**config.mk**
```make
export PLATFORM = sky130hd
export DESIGN_NAME = data_c_rr_arbiter_flat
export DESIGN_NICKNAME = d
export VERILOG_FILES = /design/src/rtl/data_c_rr_arbiter_if.sv /design/src/rtl/data_c_rr_arbiter.sv /design/src/flat_wrapper.sv
export SDC_FILE = /design/constraint.sdc
export NUM_CORES = 1
export LEC_CHECK = 0
export BUFFER_PORTS_ARGS = -buffer_cell sky130_fd_sc_hd__clkbuf_2
export CAP_MARGIN = 20
export CORE_MARGIN = 3
export CORE_UTILIZATION = 46
export DETAILED_ROUTE_END_ITERATION = 6
export PLACE_DENSITY_LB_ADDON = 0.3
export SKIP_CTS_REPAIR_TIMING = 1
export SYNTH_ARGS = -nofsm -noshare
export SYNTH_HDL_FRONTEND = slang
export SYNTH_SLANG_ARGS = --single-unit
```
**constraint.sdc**
```tcl
create_clock -name clock -period 4.2 [get_ports clock]
set_input_delay 0.63 -clock clock [delete_from_list [all_inputs] [get_ports clock]]
set_output_delay 0.63 -clock clock [all_outputs]
set_load 0.01 [all_outputs]
```
**src/rtl/data_c_rr_arbiter_if.sv**
```systemverilog
// Bundle of the NUM upstream valid/ready/data/last streams and the single
// arbitrated downstream stream with its source-ID side band.
interface data_c_rr_arbiter_if #(
    parameter int NUM   = 4,
    parameter int DSIZE = 8
);
    localparam int IDSIZE = $clog2(NUM);

    logic [NUM-1:0]       s_en;
    logic [NUM-1:0]       s_valid;
    logic [NUM*DSIZE-1:0] s_data;
    logic [NUM-1:0]       s_last;
    logic [NUM-1:0]       s_ready;
    logic                 m_valid;
    logic [DSIZE-1:0]     m_data;
    logic                 m_last;
    logic [IDSIZE-1:0]    m_id;
    logic                 m_ready;
    logic                 busy;

    modport slave (
        input  s_en, s_valid, s_data, s_last, m_ready,
        output s_ready, m_valid, m_data, m_last, m_id, busy
    );

    modport master (
        output s_en, s_valid, s_data, s_last, m_ready,
        input  s_ready, m_valid, m_data, m_last, m_id, busy
    );
endinterface

```
**src/rtl/data_c_rr_arbiter.sv**
```systemverilog
// Packet-level round-robin arbiter: locks onto one source for a whole packet
// and forwards it through a single registered output stage tagged with its ID.
module data_c_rr_arbiter #(
    parameter int NUM   = 4,
    parameter int DSIZE = 8
) (
    input  logic                clock,
    input  logic                rst_n,
    data_c_rr_arbiter_if.slave  bus
);
    localparam int IDSIZE = $clog2(NUM);

    localparam logic [0:0] ST_IDLE = 1'b0;
    localparam logic [0:0] ST_LOCK = 1'b1;

    logic [0:0]        state;
    logic [IDSIZE-1:0] grant;
    logic [IDSIZE-1:0] ptr;
    logic              busy_q;

    logic              vld_p0;
    logic [DSIZE-1:0]  m_data_p0;
    logic              m_last_p0;
    logic [IDSIZE-1:0] m_id_p0;

    logic [NUM-1:0]    req;
    logic [NUM-1:0]    s_ready_vec;
    logic              ready_g;
    logic              take;
    logic [DSIZE-1:0]  s_data_g;
    logic              s_last_g;

    // First requester strictly after ptr, wrapping modulo NUM.
    function automatic logic [IDSIZE-1:0] rr_pick(
        input logic [NUM-1:0]    r,
        input logic [IDSIZE-1:0] p
    );
        logic [IDSIZE-1:0] pick;
        logic [IDSIZE-1:0] idx;
        pick = '0;
        for (int k = NUM; k >= 1; k--) begin
            idx = IDSIZE'((int'(p) + k) % NUM);
            if (r[idx]) pick = idx;
        end
        return pick;
    endfunction

    assign req      = bus.s_valid & bus.s_en;
    assign ready_g  = !vld_p0 || bus.m_ready;
    assign s_data_g = bus.s_data[int'(grant)*DSIZE +: DSIZE];
    assign s_last_g = bus.s_last[grant];
    assign take     = (state == ST_LOCK) && bus.s_valid[grant] && ready_g;

    always_comb begin
        s_ready_vec = '0;
        if (state == ST_LOCK) s_ready_vec[grant] = ready_g;
    end

    always_ff @(posedge clock or negedge rst_n) begin
        if (!rst_n) begin
            state  <= ST_IDLE;
            grant  <= '0;
            ptr    <= IDSIZE'(NUM - 1);
            busy_q <= 1'b0;
        end else begin
            case (state)
                ST_IDLE: begin
                    if (|req) begin
                        grant  <= rr_pick(req, ptr);
                        state  <= ST_LOCK;
                        busy_q <= 1'b1;
                    end
                end
                default: begin
                    // s_en is not consulted here: a packet always runs to its last beat.
                    if (take && s_last_g) begin
                        ptr    <= grant;
                        state  <= ST_IDLE;
                        busy_q <= 1'b0;
                    end
                end
            endcase
        end
    end

    // Stage p0: registered output beat; load and drain may coincide without a bubble.
    always_ff @(posedge clock or negedge rst_n) begin
        if (!rst_n) begin
            vld_p0    <= 1'b0;
            m_data_p0 <= '0;
            m_last_p0 <= 1'b0;
            m_id_p0   <= '0;
        end else if (take) begin
            vld_p0    <= 1'b1;
            m_data_p0 <= s_data_g;
            m_last_p0 <= s_last_g;
            m_id_p0   <= grant;
        end else if (vld_p0 && bus.m_ready) begin
            vld_p0    <= 1'b0;
        end
    end

    assign bus.s_ready = s_ready_vec;
    assign bus.m_valid = vld_p0;
    assign bus.m_data  = m_data_p0;
    assign bus.m_last  = m_last_p0;
    assign bus.m_id    = m_id_p0;
    assign bus.busy    = busy_q;
endmodule

```
**src/flat_wrapper.sv**
```systemverilog
// flat-port wrapper written by rule: the top's interface ports become plain ports
module data_c_rr_arbiter_flat 
#(
    parameter int NUM   = 4,
    parameter int DSIZE = 8
)
  (clock, rst_n, bus_s_en, bus_s_valid, bus_s_data, bus_s_last, bus_m_ready, bus_s_ready, bus_m_valid, bus_m_data, bus_m_last, bus_m_id, bus_busy);
  data_c_rr_arbiter_if #(.NUM(NUM), .DSIZE(DSIZE)) bus_i ();
  input  logic clock;
  input  logic rst_n;
  input wire logic [$bits(bus_i.s_en)-1:0] bus_s_en;
  input wire logic [$bits(bus_i.s_valid)-1:0] bus_s_valid;
  input wire logic [$bits(bus_i.s_data)-1:0] bus_s_data;
  input wire logic [$bits(bus_i.s_last)-1:0] bus_s_last;
  input wire logic [$bits(bus_i.m_ready)-1:0] bus_m_ready;
  output wire logic [$bits(bus_i.s_ready)-1:0] bus_s_ready;
  output wire logic [$bits(bus_i.m_valid)-1:0] bus_m_valid;
  output wire logic [$bits(bus_i.m_data)-1:0] bus_m_data;
  output wire logic [$bits(bus_i.m_last)-1:0] bus_m_last;
  output wire logic [$bits(bus_i.m_id)-1:0] bus_m_id;
  output wire logic [$bits(bus_i.busy)-1:0] bus_busy;
  assign bus_i.s_en = bus_s_en;
  assign bus_i.s_valid = bus_s_valid;
  assign bus_i.s_data = bus_s_data;
  assign bus_i.s_last = bus_s_last;
  assign bus_i.m_ready = bus_m_ready;
  assign bus_s_ready = bus_i.s_ready;
  assign bus_m_valid = bus_i.m_valid;
  assign bus_m_data = bus_i.m_data;
  assign bus_m_last = bus_i.m_last;
  assign bus_m_id = bus_i.m_id;
  assign bus_busy = bus_i.busy;
  data_c_rr_arbiter #(.NUM(NUM), .DSIZE(DSIZE)) u_core (.clock(clock), .rst_n(rst_n), .bus(bus_i));
endmodule
```
==> results of run 1 <==
[metal layers]
| layer | vias up | track usage, % | part of all wire [%] | routed length, microns |
|---|---|---|---|---|
| met1 | 471 | 23.28 | 37 | 975 |
| met3 | 6 | 3.270 | 9.5 | 247 |
| li1 | 443 | - | - | - |
| met4 | 0 | 10.37 | 2.2 | 57 |
| met2 | 51 | 34.86 | 51 | 1332 |
| met5 | - | 0 | 0 | 0 |
[cell usage in the layout (no fill, tap or decap), types with 2 or more instances in the layout]
cell / netlist / routed
o21ai_0: 3 / 3
nor3_1: 2 / 2
clkbuf_4: 0 / 3
dfstp_2: 2 / 2
mux2_4: 6 / 6
clkbuf_2: 0 / 63
a41oi_1: 2 / 2
dfrtp_1: 16 / 16
nand2_1: 13 / 13
mux2_2: 3 / 3
mux4_2: 6 / 6
a21o_1: 2 / 2
nand3_1: 2 / 2
nor2_1: 4 / 4
mux4_1: 4 / 4
[where the power goes]
part / switching (mW) / internal, mW
sequential: 0.106 / 0.268
clock: 0.0544 / 0.0528
combinational: 0.201 / 0.284
total: 0.361 / 0.605
[metrics by stage]
stage | total power, mW | util (%) | hold slack (ns) | instances | instance area, sq um
floorplan | 0.7389 | - | 0.3344 | 82 | 1085
global placement | 0.8518 | 66.31 | 0.4658 | 167 | 1394
detailed placement | 0.8667 | 66.31 | 0.4649 | 167 | 1394
CTS | 0.9753 | 68.04 | 0.2688 | 171 | 1430
global route | 1.040 | 68.04 | 0.2785 | 171 | 1430
finish | 0.9663 | 68.04 | 0.2607 | 171 | 1430
[cell families after synthesis]
logic type / after synthesis
buf+inv: 6
flops: 18
compound gates: 12
mux: 20
simple gates: 26
[critical path: stages, from the launching register on]
cell	delay, ns
dfrtp_1	0.79
nand3_1	0.21
nor2_1	0.15
clkbuf_2	0.15
[sequential cells by signal, summed over array words and instances (netlist names)]
signal,count
u_core.bus.m_id,2
u_core.bus.m_data,8
u_core.grant,2
u_core.bus.m_last,1
u_core.bus.m_valid,1
u_core.ptr,2
u_core.bus.busy,1
u_core.state,1
[cell type report]
class	instances	share of cell area (%)
Tap cell	27	2.362
Inverter	1	0.2625
Sequential cell	18	31.67
Timing Repair Buffer	63	22.05
Multi-Input combinational cell	58	41.12
Clock buffer	4	2.537
[how the worst max path moves through the flow]
stage / startpoint / end / depth (start not counted)
final: u_core.grant[0] / bus_s_ready[3] / 3
after global routing: u_core.grant[0] / bus_s_ready[3] / 3
after CTS: u_core.grant[0] / bus_s_ready[3] / 3
after detailed placement: u_core.grant[0] / u_core.bus.m_data[7] / 3
after global placement: u_core.grant[0] / u_core.bus.m_data[7] / 3
after floorplan: bus_s_valid[3] / u_core.bus.m_data[1] / 4
==> out/metrics.cfg, run 1 <==
[sta]
setup-tns-final_ns=0
finClkSkew_ns=0.001082
final_max_slew_viol_count=0
period_share_pct=52.78
setup_viol_count_final=0
fin_crit_ns=2.217
max-slew-margin-rel_pct=55.53
clock.fmax_mhz=451.1
rsz0062_at_grt=no
worst_pin_slew_ns=0.6671
hold_viol_final=0
worst_slack_ns=1.983

[yosys]
synthMuxAreaShare_pct=34.49
synth_xor_area_share_pct=0
yosys_register_bits=18
synthTopCellsByCount=dfrtp_1, nand2_1, mux2_4, mux4_2
syn_inst=82
synth_top_family_by_area=multiplexers
synthAdderAreaFrac_pct=0
synth_area_leaders=dfrtp_1, mux4_2, mux4_1
ys_async_sr_fraction_pct=100.0
syn-cell-area_sq_um=1085
ys_seq_area_share_pct=41.75
synth_edf_count=0
synth_nets=129
yosysTopAreaCellShare_pct=36.91
synth-simple-area-share_pct=11.76
synth_warnings=0
synth.most_common_cell=dfrtp_1
ys_dominant_reg_cell=dfrtp_1
syn_avg_cell_area_sq_um=13.23
ys_types=29
synth_compound_area_share_pct=7.958
yosysTopAreaCell=dfrtp_1

[cells_and_area]
nNetsFinal=192
regArea_sq_um=452.9
antenna_cells=0
syn_to_final_growth_pct=31.83
drive_above_1_share_pct=59.72
multi_input_area_sq_um=588.1
n_fill_cell=164

[floorplan]
row_count=16
pin_count=64
start_util_pct=51.61
core_sq_um=2102
dieArea_sq_um=2977
fp.dieH_microns=54.56
die_w_microns=54.56

[worst_hold_path]
holdCritPathClass=in -> async

[worst_setup_path]
required_ns=3.57
ff2ff_setup_slack_ns=2.00
cp_max_fo=15
reg2reg_depth=3
timing.rr.start=u_core.grant[0]
r2r-end=u_core.bus.m_data[7]
cp-end-kind=output pin
startpoint_type=flip-flop
critPathArrivalTime_ns=1.59
path_class=reg -> out

[pwr]
p_leak_nw=0.7389
ir_drop_v=0.0003967
power_density_nw_per_um2=675.7

[cts]
tritoncts=built
cts.sinks=18
cts_buffers=3
clockBufferDepth=2
clk_pin_slew_ns=0.10
cts-root-buf=clkbuf_4
clock_latency_ns=0.29
h-tree-depth=1

[detailed_routing]
drt_first_iter_violations=18
dr.pass1.iters=4
routed_wl_mm=2.612
vias=971
vias_per_cell=5.678
avgRoutedWirePerCell_microns=15.27
route.detailed.drc=0
ant_nets=0

[placed_design]
routabilityCongestion=0.7797
dp_hpwl_mm=2.114
pre_cts_slack_ns=1.980
portBuffers=63

[job]
max-cap-violations=0

[global_route]
overflow=0
grt_use_total_pct=19.94
grt_pass1_wl_mm=4.057
antenna_found_initial=0
grt_max_degree=19
grt_pass1_vias=933

[outcome]
outcome=finished, final reports clean

No activity file was read; power rests on OpenSTA's default activity.
==> run 2: changes to the inputs <==
Settings changed: ABC_AREA from default to 1, CORE_UTILIZATION 46 to 40.
Clock period 4.2 ns to 1.8 ns, I/O delays scaled along.
==> run 2 against run 1 <==
Net effect:
- utilization shrank 11 points
- clock skew grew 0.0038 ns
- clock-buffer cell count is the same
- final cell count grew 59%
- critical endpoint is now bus_s_ready[1]
- largest cell class unchanged
- largest power group unchanged
==> out/metrics.cfg, run 2 <==
[yosys]
ys_async_sr_fraction_pct=100.0  ; unchanged
ys_types=20  ; was 29
synth.most_common_cell=nand2_1  ; was dfrtp_1
synth_warnings=0  ; unchanged
synth_nets=220  ; was 129
synth_xor_area_share_pct=0  ; unchanged
synth_edf_count=0  ; unchanged
synthMuxAreaShare_pct=0  ; was 34.49%
yosysTopAreaCell=dfrtp_1  ; unchanged
synthAdderAreaFrac_pct=0  ; unchanged
yosys_register_bits=18  ; unchanged
syn-cell-area_sq_um=1206  ; was 1085 sq um
synthTopCellsByCount=nand2_1, nand3_1, dfrtp_1, a22oi_1  ; was dfrtp_1, nand2_1, mux2_4, mux4_2
synth_area_leaders=dfrtp_1, nand2_1, nand3_1  ; was dfrtp_1, mux4_2, mux4_1
synth_compound_area_share_pct=13.38  ; was 7.958%
yosysTopAreaCellShare_pct=33.20  ; was 36.91%
ys_seq_area_share_pct=37.55  ; was 41.75%
synth-simple-area-share_pct=41.91  ; was 11.76%
ys_dominant_reg_cell=dfrtp_1  ; unchanged
synth_top_family_by_area=simple AND/OR/NAND/NOR gates  ; was multiplexers
syn_inst=173  ; was 82
syn_avg_cell_area_sq_um=6.972  ; was 13.23 sq um

[detailed_routing]
vias_per_cell=5.063  ; was 5.678
ant_nets=0  ; unchanged
routed_wl_mm=3.122  ; was 2.612 mm
drt_first_iter_violations=44  ; was 18
route.detailed.drc=0  ; unchanged
dr.pass1.iters=4  ; unchanged
vias=1377  ; was 971
avgRoutedWirePerCell_microns=11.48  ; was 15.27 microns

[sta]
setup_viol_count_final=0  ; unchanged
clock.fmax_mhz=586.9
worst_pin_slew_ns=0.4305  ; was 0.6671 ns
finClkSkew_ns=0.004906  ; was 0.001082 ns
hold_viol_final=0  ; unchanged
period_share_pct=94.66
setup-tns-final_ns=0  ; unchanged
max-slew-margin-rel_pct=71.30  ; was 55.53%
final_max_slew_viol_count=0  ; unchanged
fin_crit_ns=1.704
worst_slack_ns=0.09620  ; was 1.983 ns
whs_ns=0.1490  ; was 0.2607 ns
rsz0062_at_grt=no  ; unchanged

[floorplan]
pin_count=64  ; unchanged
dieArea_sq_um=3710  ; was 2977 sq um
core_sq_um=2805  ; was 2102 sq um
row_count=19  ; was 16
start_util_pct=43.00  ; was 51.61%
die_w_microns=60.91  ; was 54.56 microns
fp.dieH_microns=60.91  ; was 54.56 microns

[cells_and_area]
final_cell_mix=nand2_1, clkbuf_2, nand3_1, dfrtp_1, a22oi_1  ; was clkbuf_2, dfrtp_1, nand2_1, mux4_2, mux2_4
nNetsFinal=289  ; was 192
drive_above_1_share_pct=36.51  ; was 59.72%
mostFrequentLayoutCell=nand2_1  ; was clkbuf_2
final_area_sq_um=1598  ; was 1430 sq um
syn_to_final_growth_pct=32.47  ; was 31.83%
largest_reg_flops=8  ; unchanged
antenna_cells=0  ; unchanged

[worst_setup_path]
startpoint_type=flip-flop  ; unchanged
cp-end-kind=output pin  ; unchanged
cp_max_fo=7  ; was 15
critPathArrivalTime_ns=1.43  ; was 1.59 ns
path_class=reg -> out  ; unchanged
required_ns=1.53  ; was 3.57 ns

[placed_design]
dp_hpwl_mm=2.557  ; was 2.114 mm
pre_cts_slack_ns=0.1687  ; was 1.980 ns
routabilityCongestion=0.8602  ; was 0.7797
portBuffers=63  ; unchanged
place_area_sq_um=1551  ; was 1394 sq um

[pwr]
power_mw=2.531  ; was 0.9663 mW
p_int_mw=1.320  ; was 0.6050 mW
clock_power_share_pct=9.9  ; was 11.1%
pwr-share-comb_pct=58.5  ; was 50.2%
power_density_nw_per_um2=1584  ; was 675.7 nW/um^2
power_switching_mw=1.211  ; was 0.3613 mW
pwr-share-seq_pct=31.6  ; was 38.7%
p_leak_nw=0.9169  ; was 0.7389 nW
switching_share_pct=47.85  ; was 37.39%
ir_drop_v=0.0005543  ; was 0.0003967 V

[cts]
cts_buffers=3  ; unchanged
clk_pin_slew_ns=0.10  ; about the same
cts-root-buf=clkbuf_4  ; unchanged
clockBufferDepth=2  ; unchanged
h-tree-depth=1  ; unchanged
cts.sinks=18  ; unchanged
tritoncts=built  ; unchanged
clock_latency_ns=0.30  ; was 0.29 ns

[job]
max-cap-violations=0  ; unchanged

[global_route]
grt_pass1_wl_mm=4.981  ; was 4.057 mm
grt_max_degree=19  ; unchanged
grt_pass1_vias=1181  ; was 933
overflow=0  ; unchanged
antenna_found_initial=0  ; unchanged
grt_use_total_pct=17.92  ; was 19.94%

[worst_hold_path]
holdCritPathClass=in -> reg  ; was in -> async

[outcome]
outcome=finished, final reports clean  ; unchanged

-- run 2: metrics by stage --
| stage | std cells | util (%) |
|---|---|---|
| finish | 272 | 56.96 |
| global route | 272 | 56.96 |
| CTS | 271 | 56.60 |
| detailed placement | 267 | 55.31 |
| global placement | 267 | 55.31 |
| floorplan | 173 | - |
-- run 2: power by group through the flow --
stage               registers, mW  logic (mW)  clock network [mW]
detailed placement          0.809        1.48                   0
global route                0.827        1.70               0.269
global placement            0.809        1.48                   0
finish                      0.801        1.48               0.250
floorplan                   0.772        1.09                   0
CTS                         0.800        1.49               0.254
-- run 2: cells by family after synthesis --
| kind of cell | count (synthesis) |
|---|---|
| AND/OR/NAND/NOR | 117 |
| AO/OA/AOI/OAI | 22 |
| flip-flops | 18 |
| buffers and inverters | 16 |
-- run 2: path summary, 6_finish.rpt --
check	from	endpoint	slack [ns]	depth (start not counted)
min in group asynchronous	rst_n	u_core.bus.busy	0.43	2
setup / recovery	u_core.grant[0]	bus_s_ready[1]	0.1	3
hold / removal	bus_m_ready	u_core.bus.m_valid	0.15	2
setup reg to reg	u_core.grant[0]	u_core.bus.m_id[1]	0.14	7
max in group asynchronous	rst_n	u_core.ptr[1]	1.04	2
hold reg to reg	u_core.bus.m_data[4]	u_core.bus.m_data[4]	0.48	2
-- run 2: routing by layer --
layer / global-route usage [%] / part of all wire, % / wire, microns / vias up
li1: - / - / - / 707
met1: 25.39 / 46 / 1429 / 605
met2: 28.09 / 44 / 1368 / 61
met3: 2.128 / 8.6 / 270 / 4
met4: 6.502 / 1.7 / 54 / 0
met5: 0 / 0 / 0 / -
-- run 2: layout make-up --
cell class	instances	area, sq um
clock buffer	4	36.28
fill	276	1207
inverter	12	47.55
multi-input combinational	139	666.9
sequential	18	452.9
tap	31	38.79
timing repair buffer	68	355.3
-- run 2: critical path: stages, from the launching register on --
cell	delay [ns]
dfrtp_1	0.57
inv_2	0.14
nor3_1	0.25
clkbuf_2	0.17
==> run 3: changes to the inputs <==
Settings changed: SETUP_SLACK_MARGIN from default to 0.5.
==> run 3 against run 2 <==
Net effect:
- first-iteration DRC count unchanged
- via count up 8.4%
- worst hold slack better by 0.0089 ns
- clock skew down 0.0044 ns
- wire length up 21%
- setup slack better by 0.13 ns
- fmax up 8.1%
- largest cell class unchanged
==> out/metrics.cfg, run 3 (synthesized netlist as in run 2, its figures left out) <==
[cells_and_area]
antenna_cells=0  ; unchanged
mostFrequentLayoutCell=nand2_1  ; unchanged
drive_above_1_share_pct=54.51  ; was 36.51%
syn_to_final_growth_pct=56.12  ; was 32.47%
n_fill_cell=242  ; was 276
final_cell_mix=nand2_1, clkbuf_2, nand2_2, nand3_1, dfrtp_1  ; was nand2_1, clkbuf_2, nand3_1, dfrtp_1, a22oi_1
nNetsFinal=303  ; was 289
multi_input_area_sq_um=792.0  ; was 666.9 sq um
regArea_sq_um=455.4  ; was 452.9 sq um
final_area_sq_um=1883  ; was 1598 sq um
largest_reg_flops=8  ; unchanged

[placed_design]
dp_hpwl_mm=2.487  ; was 2.557 mm
pre_cts_slack_ns=0.1882  ; was 0.1687 ns
portBuffers=63  ; unchanged
routabilityCongestion=0.7803  ; was 0.8602
place_area_sq_um=1536  ; was 1551 sq um

[sta]
setup-tns-final_ns=0  ; unchanged
setup_viol_count_final=0  ; unchanged
finClkSkew_ns=0.0005217  ; was 0.004906 ns
whs_ns=0.1579  ; was 0.1490 ns
final_max_slew_viol_count=0  ; unchanged
worst_slack_ns=0.2242  ; was 0.09620 ns
fin_crit_ns=1.576  ; was 1.704 ns
rsz0062_at_grt=yes  ; was no
clock.fmax_mhz=634.6  ; was 586.9 MHz
period_share_pct=87.54  ; was 94.66%
max-slew-margin-rel_pct=71.37  ; was 71.30%
hold_viol_final=0  ; unchanged
worst_pin_slew_ns=0.4295  ; was 0.4305 ns

[pwr]
ir_drop_v=0.0007653  ; was 0.0005543 V
power_density_nw_per_um2=1692  ; was 1584 nW/um^2
power_mw=3.186  ; was 2.531 mW
p_leak_nw=1.022  ; was 0.9169 nW

[cts]
h-tree-depth=1  ; unchanged
clockBufferDepth=2  ; unchanged
cts-root-buf=clkbuf_4  ; unchanged
tritoncts=built  ; unchanged
clock_latency_ns=0.29  ; was 0.30 ns
clk_pin_slew_ns=0.11  ; was 0.10 ns
cts.sinks=18  ; unchanged
cts_buffers=3  ; unchanged

[floorplan]
fp.dieH_microns=60.91  ; unchanged
die_w_microns=60.91  ; unchanged
dieArea_sq_um=3710  ; unchanged
core_sq_um=2805  ; unchanged
pin_count=64  ; unchanged
start_util_pct=43.00  ; unchanged
row_count=19  ; unchanged

[detailed_routing]
route.detailed.drc=0  ; unchanged
dr.pass1.iters=4  ; unchanged
ant_nets=0  ; unchanged
routed_wl_mm=3.788  ; was 3.122 mm
avgRoutedWirePerCell_microns=13.24  ; was 11.48 microns
vias_per_cell=5.220  ; was 5.063
vias=1493  ; was 1377
drt_first_iter_violations=44  ; unchanged

[global_route]
overflow=0  ; unchanged
grt_pass1_vias=1122  ; was 1181
grt_use_total_pct=17.35  ; was 17.92%
grt_pass1_wl_mm=4.864  ; was 4.981 mm
antenna_found_initial=0  ; unchanged
grt_max_degree=19  ; unchanged

[job]
max-cap-violations=0  ; unchanged

[outcome]
outcome=finished, final reports clean  ; unchanged

[worst_setup_path]
cp_max_fo=7  ; unchanged
critPathArrivalTime_ns=1.77  ; was 1.43 ns
required_ns=1.99  ; was 1.53 ns
startpoint_type=flip-flop  ; unchanged
path_class=reg -> reg  ; was reg -> out
cp-end-kind=flip-flop  ; was output pin

[worst_hold_path]
holdCritPathClass=in -> reg  ; unchanged

run 3: cell count changes in the layout (fill, tap and decap cells not counted), sizes merged:
cell    delta
buf       +17
clkbuf     -4
clkinv     +2
inv        -1
run 3: power by group:
group / switching (mW) / internal, mW / leakage, nW / total [mW]
combinational: 1.19 / 0.918 / 0.787 / 2.11
sequential: 0.214 / 0.613 / 0.215 / 0.828
clock: 0.128 / 0.123 / 0.0210 / 0.252
run 3: path summary, 6_finish.rpt:
check / start / endpoint / slack, ns / cells after the start
worst min register to register: u_core.bus.m_data[7] / u_core.bus.m_data[7] / 0.48 / 2
min in group asynchronous: rst_n / u_core.bus.m_last / 0.45 / 2
worst max-delay path: u_core.grant[0] / u_core.bus.m_data[1] / 0.22 / 8
max in group asynchronous: rst_n / u_core.ptr[0] / 1.03 / 2
worst max register to register: u_core.grant[0] / u_core.bus.m_data[1] / 0.22 / 8
worst min-delay path: bus_m_ready / u_core.bus.m_valid / 0.16 / 2
run 3: critical path, stage by stage (launching register included):
cell     delay, ns
dfrtp_2       0.51
inv_2         0.13
nor2_8        0.16
a22oi_2       0.09
a21oi_4       0.29
buf_6         0.17
inv_8         0.04
nand2_2       0.05
nand2_1       0.04
run 3: routing by layer:
| layer | GRT usage [%] | vias to the layer above | wire length [microns] |
|---|---|---|---|
| met3 | 1.277 | 6 | 305 |
| met1 | 25.88 | 674 | 1606 |
| met5 | 0 | - | 0 |
| li1 | - | 738 | - |
| met4 | 5.573 | 0 | 66 |
| met2 | 26.56 | 75 | 1809 |
run 3: cell type report:
| cell class | count | area share, % |
|---|---|---|
| Clock buffer | 4 | 1.927 |
| Inverter | 12 | 3.189 |
| Multi-Input combinational cell | 139 | 42.06 |
| Sequential cell | 18 | 24.19 |
| Tap cell | 31 | 2.060 |
| Timing Repair Buffer | 81 | 25.98 |
| Timing Repair inverter | 1 | 0.5980 |
run 3: per-stage QoR:
stage	cells	utilization, %
2_1_floorplan	173	-
3_3_place_gp	265	54.77
3_5_place_dp	265	54.77
4_1_cts	269	56.07
5_1_grt	286	67.13
6_report	286	67.13
